## src/rtl/credit_packet_injector.sv

```systemverilog
// Credit-based packet injector: serialises packet descriptors into head/body/tail
// flits on one injection channel, sending only while the packet's VC holds credit.
module credit_packet_injector #(
  parameter int NUM_VCS            = 4,
  parameter int VC_IDX_WIDTH       = 2,
  parameter int BUFFER_SIZE        = 8,
  parameter int ROUTER_ADDR_WIDTH  = 4,
  parameter int MAX_PAYLOAD_LENGTH = 4,
  parameter int FLIT_DATA_WIDTH    = 64,
  localparam int LEN_WIDTH         = $clog2(MAX_PAYLOAD_LENGTH + 1),
  localparam int CNT_WIDTH         = $clog2(BUFFER_SIZE + 1),
  localparam int CHANNEL_WIDTH     = 1 + VC_IDX_WIDTH + 2 + FLIT_DATA_WIDTH,
  localparam int FLOW_CTRL_WIDTH   = 1 + VC_IDX_WIDTH
) (
  input  logic                          clk,
  input  logic                          reset,
  input  logic                          pkt_valid,
  output logic                          pkt_ready,
  input  logic [VC_IDX_WIDTH-1:0]       pkt_vc,
  input  logic [ROUTER_ADDR_WIDTH-1:0]  pkt_dest,
  input  logic [LEN_WIDTH-1:0]          pkt_length,
  output logic [0:CHANNEL_WIDTH-1]      channel_out,
  input  logic [0:FLOW_CTRL_WIDTH-1]    flow_ctrl_in,
  output logic                          busy,
  output logic                          credit_error,
  output logic [31:0]                   flit_count
);

  typedef enum logic {
    ST_IDLE = 1'b0,
    ST_SEND = 1'b1
  } state_t;

  state_t                         r_state;
  logic [VC_IDX_WIDTH-1:0]        r_vc;
  logic [ROUTER_ADDR_WIDTH-1:0]   r_dest;
  logic [LEN_WIDTH-1:0]           r_len;
  logic [LEN_WIDTH-1:0]           r_idx;
  logic [7:0]                     r_pkt_id;
  logic [0:CHANNEL_WIDTH-1]       r_channel;
  logic [31:0]                    r_flit_count;
  logic [CNT_WIDTH-1:0]           r_credit [NUM_VCS];
  logic                           r_credit_error;

  logic                           w_send;
  logic                           w_head;
  logic                           w_tail;
  logic                           w_ret_valid;
  logic [VC_IDX_WIDTH-1:0]        w_ret_vc;
  logic [LEN_WIDTH-1:0]           w_len_clamped;
  logic [FLIT_DATA_WIDTH-1:0]     w_flit_data;
  logic [NUM_VCS-1:0]             w_inc;
  logic [NUM_VCS-1:0]             w_dec;

  // Send decision looks only at the registered credit count, so a credit
  // returned this cycle can be spent from the next edge onward.
  assign w_send        = (r_state == ST_SEND) && (r_credit[r_vc] != '0);
  assign w_head        = (r_idx == '0);
  assign w_tail        = (r_idx == r_len);
  assign w_ret_valid   = flow_ctrl_in[0];
  assign w_ret_vc      = flow_ctrl_in[1:VC_IDX_WIDTH];
  assign w_len_clamped = (pkt_length > LEN_WIDTH'(MAX_PAYLOAD_LENGTH))
                       ? LEN_WIDTH'(MAX_PAYLOAD_LENGTH) : pkt_length;

  always_comb begin
    // NOTE: every always_comb output gets a default first so no path can infer a latch.
    w_flit_data = '0;
    if (w_head) begin
      w_flit_data[ROUTER_ADDR_WIDTH-1:0]  = r_dest;
      w_flit_data[ROUTER_ADDR_WIDTH +: 8] = r_pkt_id;
    end else begin
      w_flit_data[LEN_WIDTH-1:0] = r_idx;
    end
  end

  always_comb begin
    w_inc = '0;
    w_dec = '0;
    for (int v = 0; v < NUM_VCS; v++) begin
      w_inc[v] = w_ret_valid && (w_ret_vc == VC_IDX_WIDTH'(v));
      w_dec[v] = w_send && (r_vc == VC_IDX_WIDTH'(v));
    end
  end

  // NOTE: sequential state uses non-blocking assignments so every register samples pre-edge values.
  always_ff @(posedge clk or negedge reset) begin
    if (!reset) begin
      r_state      <= ST_IDLE;
      r_vc         <= '0;
      r_dest       <= '0;
      r_len        <= '0;
      r_idx        <= '0;
      r_pkt_id     <= '0;
      r_channel    <= '0;
      r_flit_count <= '0;
    end else begin
      r_channel <= '0;
      case (r_state)
        ST_IDLE: begin
          if (pkt_valid) begin
            r_vc    <= pkt_vc;
            r_dest  <= pkt_dest;
            r_len   <= w_len_clamped;
            r_idx   <= '0;
            r_state <= ST_SEND;
          end
        end
        ST_SEND: begin
          if (w_send) begin
            r_channel    <= {1'b1, r_vc, w_head, w_tail, w_flit_data};
            r_idx        <= r_idx + 1'b1;
            r_flit_count <= r_flit_count + 32'd1;
            if (w_tail) begin
              r_pkt_id <= r_pkt_id + 8'd1;
              r_state  <= ST_IDLE;
            end
          end
        end
        default: r_state <= ST_IDLE;
      endcase
    end
  end

  // A send and a return on the same VC in one edge cancel out; a lone return
  // to a full counter saturates and flags the upstream protocol error.
  always_ff @(posedge clk or negedge reset) begin
    if (!reset) begin
      // NOTE: the credit array is a small register file holding initial flow-control state, so it is reset like any other register.
      for (int v = 0; v < NUM_VCS; v++) begin
        r_credit[v] <= CNT_WIDTH'(BUFFER_SIZE);
      end
      r_credit_error <= 1'b0;
    end else begin
      for (int v = 0; v < NUM_VCS; v++) begin
        if (w_inc[v] && !w_dec[v]) begin
          if (r_credit[v] == CNT_WIDTH'(BUFFER_SIZE)) begin
            r_credit_error <= 1'b1;
          end else begin
            r_credit[v] <= r_credit[v] + 1'b1;
          end
        end else if (w_dec[v] && !w_inc[v]) begin
          r_credit[v] <= r_credit[v] - 1'b1;
        end
      end
    end
  end

  assign pkt_ready    = (r_state == ST_IDLE);
  assign busy         = (r_state == ST_SEND);
  assign channel_out  = r_channel;
  assign credit_error = r_credit_error;
  assign flit_count   = r_flit_count;

endmodule

```

## config.mk

```make
export PLATFORM = sky130hd
export DESIGN_NAME = credit_packet_injector
export DESIGN_NICKNAME = d
export VERILOG_FILES = /design/src/rtl/credit_packet_injector.sv
export SDC_FILE = /design/constraint.sdc
export NUM_CORES = 1
export LEC_CHECK = 0
export ABC_AREA = 1
export CORE_ASPECT_RATIO = 0.6
export CORE_MARGIN = 2
export CORE_UTILIZATION = 47
export CTS_CLUSTER_SIZE = 20
export DETAILED_ROUTE_END_ITERATION = 8
export GPL_TIMING_DRIVEN = 1
export PLACE_DENSITY = 0.86
export REMOVE_ABC_BUFFERS = 1
export SETUP_SLACK_MARGIN = 0.4
export SYNTH_ARGS = -nofsm -noshare
export SYNTH_HDL_FRONTEND = slang
export SYNTH_SLANG_ARGS = --single-unit
```

## constraint.sdc

```tcl
create_clock -name clk -period 5.6 [get_ports clk]
set_input_delay 1.4 -clock clk [delete_from_list [all_inputs] [get_ports clk]]
set_output_delay 1.4 -clock clk [all_outputs]
set_load 0.05 [all_outputs]
```

==> results of run 1 <==
==> cells by family (layout without fill, tap and decap cells) <==
family	Yosys count	count (layout)	synth area share [%]
and+or+nand+nor	285	285	26.4
buffers and inverters	132	159	13.9
DFF	87	87	43.6
AOI/OAI and AO/OA	32	32	3.50
xor gates and xnor gates	45	45	7.88
adders and majority gates	16	16	4.60
other	1	52	0.0750
==> routing by layer <==
layer  up-vias  global-route usage, %
met4         0                   5.62
met2       152                   29.9
met1      1906                   28.6
met3        17                   4.61
li1       1929                      -
met5         -                      0
==> layout make-up <==
class                           instances  area share [%]
Multi-Input combinational cell        430            39.0
Sequential cell                        87            36.8
Timing Repair Buffer                   68            11.3
Inverter                               75            4.74
Clock buffer                            9            3.80
Tap cell                              139            2.93
Clock inverter                          7            1.37
==> cell usage in the layout (no fill, tap or decap), types with 2 or more instances in the layout <==
cell type,instances
nor3_2,3
o22ai_1,3
nor3_1,18
nor2_1,47
clkinv_4,3
nor2_4,3
xor2_1,39
o21ai_1,5
o21ai_0,13
nand3_1,40
nand4_1,15
inv_6,2
nand2_2,10
fa_1,4
nor2_2,4
a21oi_1,5
buf_4,3
dfrtp_1,83
xnor2_1,6
ha_1,12
a31oi_1,4
inv_1,73
nand3b_1,5
nand2_1,133
dfstp_2,4
nand2_4,2
inv_2,2
clkbuf_16,9
clkdlybuf4s50_1,65
conb_1,52
==> worst max-delay path, stage by stage <==
cell and delay, ns:
clkdlybuf4s50_1 0.45, nor3_1 0.48, nand2_1 0.28, ha_1 0.39, nand2_1 0.09, nand2_1 0.05, a31oi_1 0.19, nand3_1 0.14
nand3_1 0.12, nand2_1 0.05, nand2_1 0.05
==> how the worst max path moves through the flow <==
stage,from,to,cells past startpoint
after floorplan,flow_ctrl_in[1],r_credit[3],12
after global placement,flow_ctrl_in[1],r_credit[7],13
after detailed placement,flow_ctrl_in[1],r_credit[7],12
after CTS,flow_ctrl_in[1],r_credit[7],12
after global routing,flow_ctrl_in[1],r_credit[7],12
final,flow_ctrl_in[1],r_credit[15],11
==> power by group through the flow <==
stage	logic [mW]	clock network [mW]	registers [mW]
floorplan	0.822	0	1.15
global placement	1.30	0	0.997
detailed placement	1.35	0	0.998
CTS	1.36	0.632	0.991
global route	1.50	0.652	1.02
finish	1.35	0.620	0.992
==> state kept, by name, indices dropped and copies added, names as in the netlist <==
signal / cells
r_credit: 16
flit_count: 32
r_len: 3
r_dest: 4
busy: 1
r_pkt_id: 8
channel_out: 17
credit_error: 1
r_idx: 3
r_vc: 2
==> cell usage after synthesis, types with 2 or more instances <==
cell type	number
a21oi_1	5
a31oi_1	4
buf_2	3
buf_4	52
clkbuf_1	2
dfrtp_1	83
dfstp_2	4
fa_1	4
ha_1	12
inv_1	73
inv_2	2
nand2_1	133
nand2_2	10
nand2_4	2
nand3_1	40
nand3b_1	5
nand4_1	15
nor2_1	47
nor2_2	4
nor2_4	3
nor3_1	18
nor3_2	3
o21ai_0	13
o21ai_1	5
o22ai_1	3
xnor2_1	6
xor2_1	39
==> per-stage QoR <==
stage                     setup WS (ns)  area [um^2]  hold WS (ns)  power [mW]
after floorplan                    2.68         4780         0.442        1.97
after detailed placement           1.85         5630         0.464        2.35
after global routing               1.99         5930         0.506        3.18
after global placement             2.00         5630         0.461        2.30
final                              2.18         5930         0.481        2.96
after CTS                          2.23         5930         0.481        2.98
==> out/results.tsv, run 1 <==
metric	value	unit
yosys.area.top_type	dfrtp_1	
rows	29	
max_cap_violations	0	
post-route-drc-count	0	
grt_pass1_vias	3739	
fmax	293	MHz
insertion_delay	0.35	ns
vdd.ir_drop.worst	423	uV
synth_cell_type_count	35	
hold_end	r_dest[2]	
wl_met2	4890	um
drive_above_1_share	7.40	%
dp_hpwl	7970	um
synth_top_area_share	41.5	%
drt-met1-wl	5080	um
path_max_fanout	5	
antenna_found_initial	0	
overflow	0	
clockPowerShare	20.9	%
r2r_start	r_credit[12]	
via_per_inst	4.91	
routabilityCongestion	0.844	
yosys_warnings	0	
first_iter_violations	316	
nNetsFinal	702	
wl_per_cell	13.3	um
initial_core_util	47.9	%
syn_area	5000	um^2
drtAntennaViolNets	0	
fill_cells	936	
cts_setup_buffers	0	
dieArea	11500	um^2
grt.total_usage	19.9	%
cts_tree	built	
seqCellArea	2180	um^2
ff2ff_path_depth	16	
die_x	137	um
cts_resized	0	
drt-total-wl	10900	um
hold_depth	2	
clockRootBuffer	clkbuf_16	
worst_setup_path_start_kind	primary input	
tightest_slew	0.799	ns
cts_max_path_buffers	2	
place_inst	799	
io_buffers	66	
area_delta_synth_final	18.6	%
die_y	83.9	um
drv_slew	0	
finalClockSkew	0.00593	ns
critPathKind	primary input to flop	
pwr-share-comb	45.6	%
p_seq_share	33.5	%
core	10500	um^2
period_needed	3.42	ns
top_layer	met4	
ys_seq_area_share	43.6	%
vias	4004	
slew_headroom	46.7	%
setup_tns	0	ns
clk_pin_slew	0.07	ns
finalHoldViolCount	0	
hold_path_class	flop to flop	
synth_cells	598	
cp_data_required_time	5.89	ns
period_share	61.0	%
cp.arrival	3.71	ns
synth-async-reset-ratio	100	%
leakage	2.79	nW
p_int	1.59	mW
ios	119	
routed-wl-met3	750	um
yosys_register_bits	87	
multi_input_area	2320	um^2
synth-edff-count	0	
synthFlopType	dfrtp_1	
cts_hold_buf	0	
diodes	0	
fin_util	56.8	%
rsz0062_at_grt	no	
grt_pass1_wl	18000	um
reg2reg_to	r_credit[15]	
clock-sinks	87	
cts_max_level	3	
grt_max_degree	65	
power.density	499	nW/um^2
yosys-top-cells-area	dfrtp_1, nand2_1, buf_4	
syn-mean-instance-area	8.36	um^2
hp-start	r_dest[2]	
dr.pass1.iters	5	
switching_share	46.4	%
cts_buffers	9	
r2r_slack	3.14	ns
finalNonFillerCells	815	
critPathCaptureType	flop	
p_sw	1.37	mW
setup_viol	0	
status	completed	
No activity file was read; power rests on OpenSTA's default activity.
==> inputs of run 2 (changes only) <==
==> constraint.sdc (replaced) <==
create_clock -name clk -period 3.5 [get_ports clk]
set_input_delay 0.875 -clock clk [delete_from_list [all_inputs] [get_ports clk]]
set_output_delay 0.875 -clock clk [all_outputs]
set_load 0.05 [all_outputs]
==> run 2 against run 1 <==
Die area unchanged; global-route usage increased by 0.078 points; clock-buffer cell count unchanged; critical path depth decreased by 9; largest cell class unchanged.
==> out/results.tsv, run 2 (synthesis gave the netlist of run 1 again) <==
metric	value	unit
reg2reg_to	r_credit[15]	
tightest_slew	0.636	ns
crit_start	busy	
r2r_start	r_vc[0]	
cp_data_required_time	2.62	ns
drive_above_1_share	7.81	%
mostFrequentLayoutCells	nand2_1, dfrtp_1, inv_1	
cts_tree	built	
io_buffers	66	
ios	119	
critPathSlowestCell	clkdlybuf4s50_1	
hold_path_class	flop to flop	
cts_resized	0	
clockRootBuffer	clkbuf_16	
drtAntennaViolNets	0	
via_per_inst	4.83	
cts_max_path_buffers	2	
largest_reg_flops	32	
crit_chain	inv_1 > clkdlybuf4s50_1	
power.total	4.67	mW
setup_viol	0	
antenna_found_initial	0	
ff2ff_path_depth	17	
seqCellArea	2180	um^2
max_cap_violations	0	
first_iter_violations	304	
power.density	786	nW/um^2
place_area	5660	um^2
finalHoldViolCount	0	
die_y	83.9	um
vdd.ir_drop.worst	572	uV
area_delta_synth_final	18.9	%
grt_max_degree	50	
fmax	352	MHz
dr.pass1.iters	5	
rsz0062_at_grt	no	
worst_setup_path_start_kind	flop	
finish.instance_area	5950	um^2
die_x	137	um
status	completed	
nNetsFinal	705	
worst_hold_slack	0.480	ns
clk_pin_slew	0.07	ns
fill_cells	944	
slew_headroom	57.6	%
period_share	81.3	%
path_max_fanout	8	
leakage	2.81	nW
period_needed	2.84	ns
overflow	0	
max_stage_delay	0.85	ns
cts_max_level	3	
clock-sinks	87	
initial_core_util	47.9	%
drv_slew	0	
rows	29	
r2r_slack	1.07	ns
wl_per_cell	12.8	um
post-route-drc-count	0	
cts_buffers	9	
critPathKind	flop to output port	
dp_hpwl	7870	um
crit_end	pkt_ready	
finalClockSkew	0.00846	ns
core	10500	um^2
grt.total_usage	19.9	%
vias	3948	
diodes	0	
critPathCaptureType	output port	
insertion_delay	0.35	ns
layout_commonest_cell	nand2_1	
multi_input_area	2320	um^2
cp.arrival	1.97	ns
cts_setup_buffers	0	
drt-total-wl	10500	um
grt_pass1_wl	18000	um
fin_util	56.9	%
setup_tns	0	ns
cts_hold_buf	0	
grt_pass1_vias	3747	
routabilityCongestion	0.865	
dieArea	11500	um^2
-- run 2: worst min path at each step --
stage                 startpoint           end  slack [ns]  cells past startpoint
finish              r_credit[15]  r_credit[15]        0.48                      2
global route        r_credit[11]  r_credit[11]        0.51                      2
CTS                    r_dest[2]     r_dest[2]        0.48                      2
detailed placement     r_dest[2]     r_dest[2]        0.46                      2
global placement       r_dest[2]     r_dest[2]        0.46                      2
floorplan              r_dest[2]     r_dest[2]        0.44                      2
-- run 2: through the flow --
stage | std cells | worst slack (ns)
after CTS | 818 | 0.634
after global routing | 818 | 0.435
final | 818 | 0.656
after detailed placement | 802 | 0.360
after global placement | 802 | 0.541
after floorplan | 592 | 1.11
-- run 2: area by class of cell --
| cell class | instances | area share (%) |
|---|---|---|
| flip-flops and latches | 87 | 36.7 |
| multi-input cells | 430 | 38.9 |
| well taps | 139 | 2.92 |
| clock inverters | 7 | 1.03 |
| inverters | 75 | 4.73 |
| repair buffers | 71 | 11.9 |
| clock buffers | 9 | 3.79 |
-- run 2: critical path: cells and delay by family, from the launching register on --
kind,cells,cell delay [ns]
buffers and inverters,2,1.11
flip-flops,1,0.51
-- run 2: power by group --
part,leakage (nW),switching (mW),internal (mW)
registers,1.13,0.278,1.31
logic,1.54,1.48,0.675
clock network,0.141,0.435,0.497
total,2.81,2.20,2.48
-- run 2: metal layers --
layer	share of wire (%)	GRT usage, %	wire (um)
met1	47	28.8	4910
met2	45	29.0	4670
met3	7.4	5.71	773
met4	1.2	5.90	121
met5	0	0	0
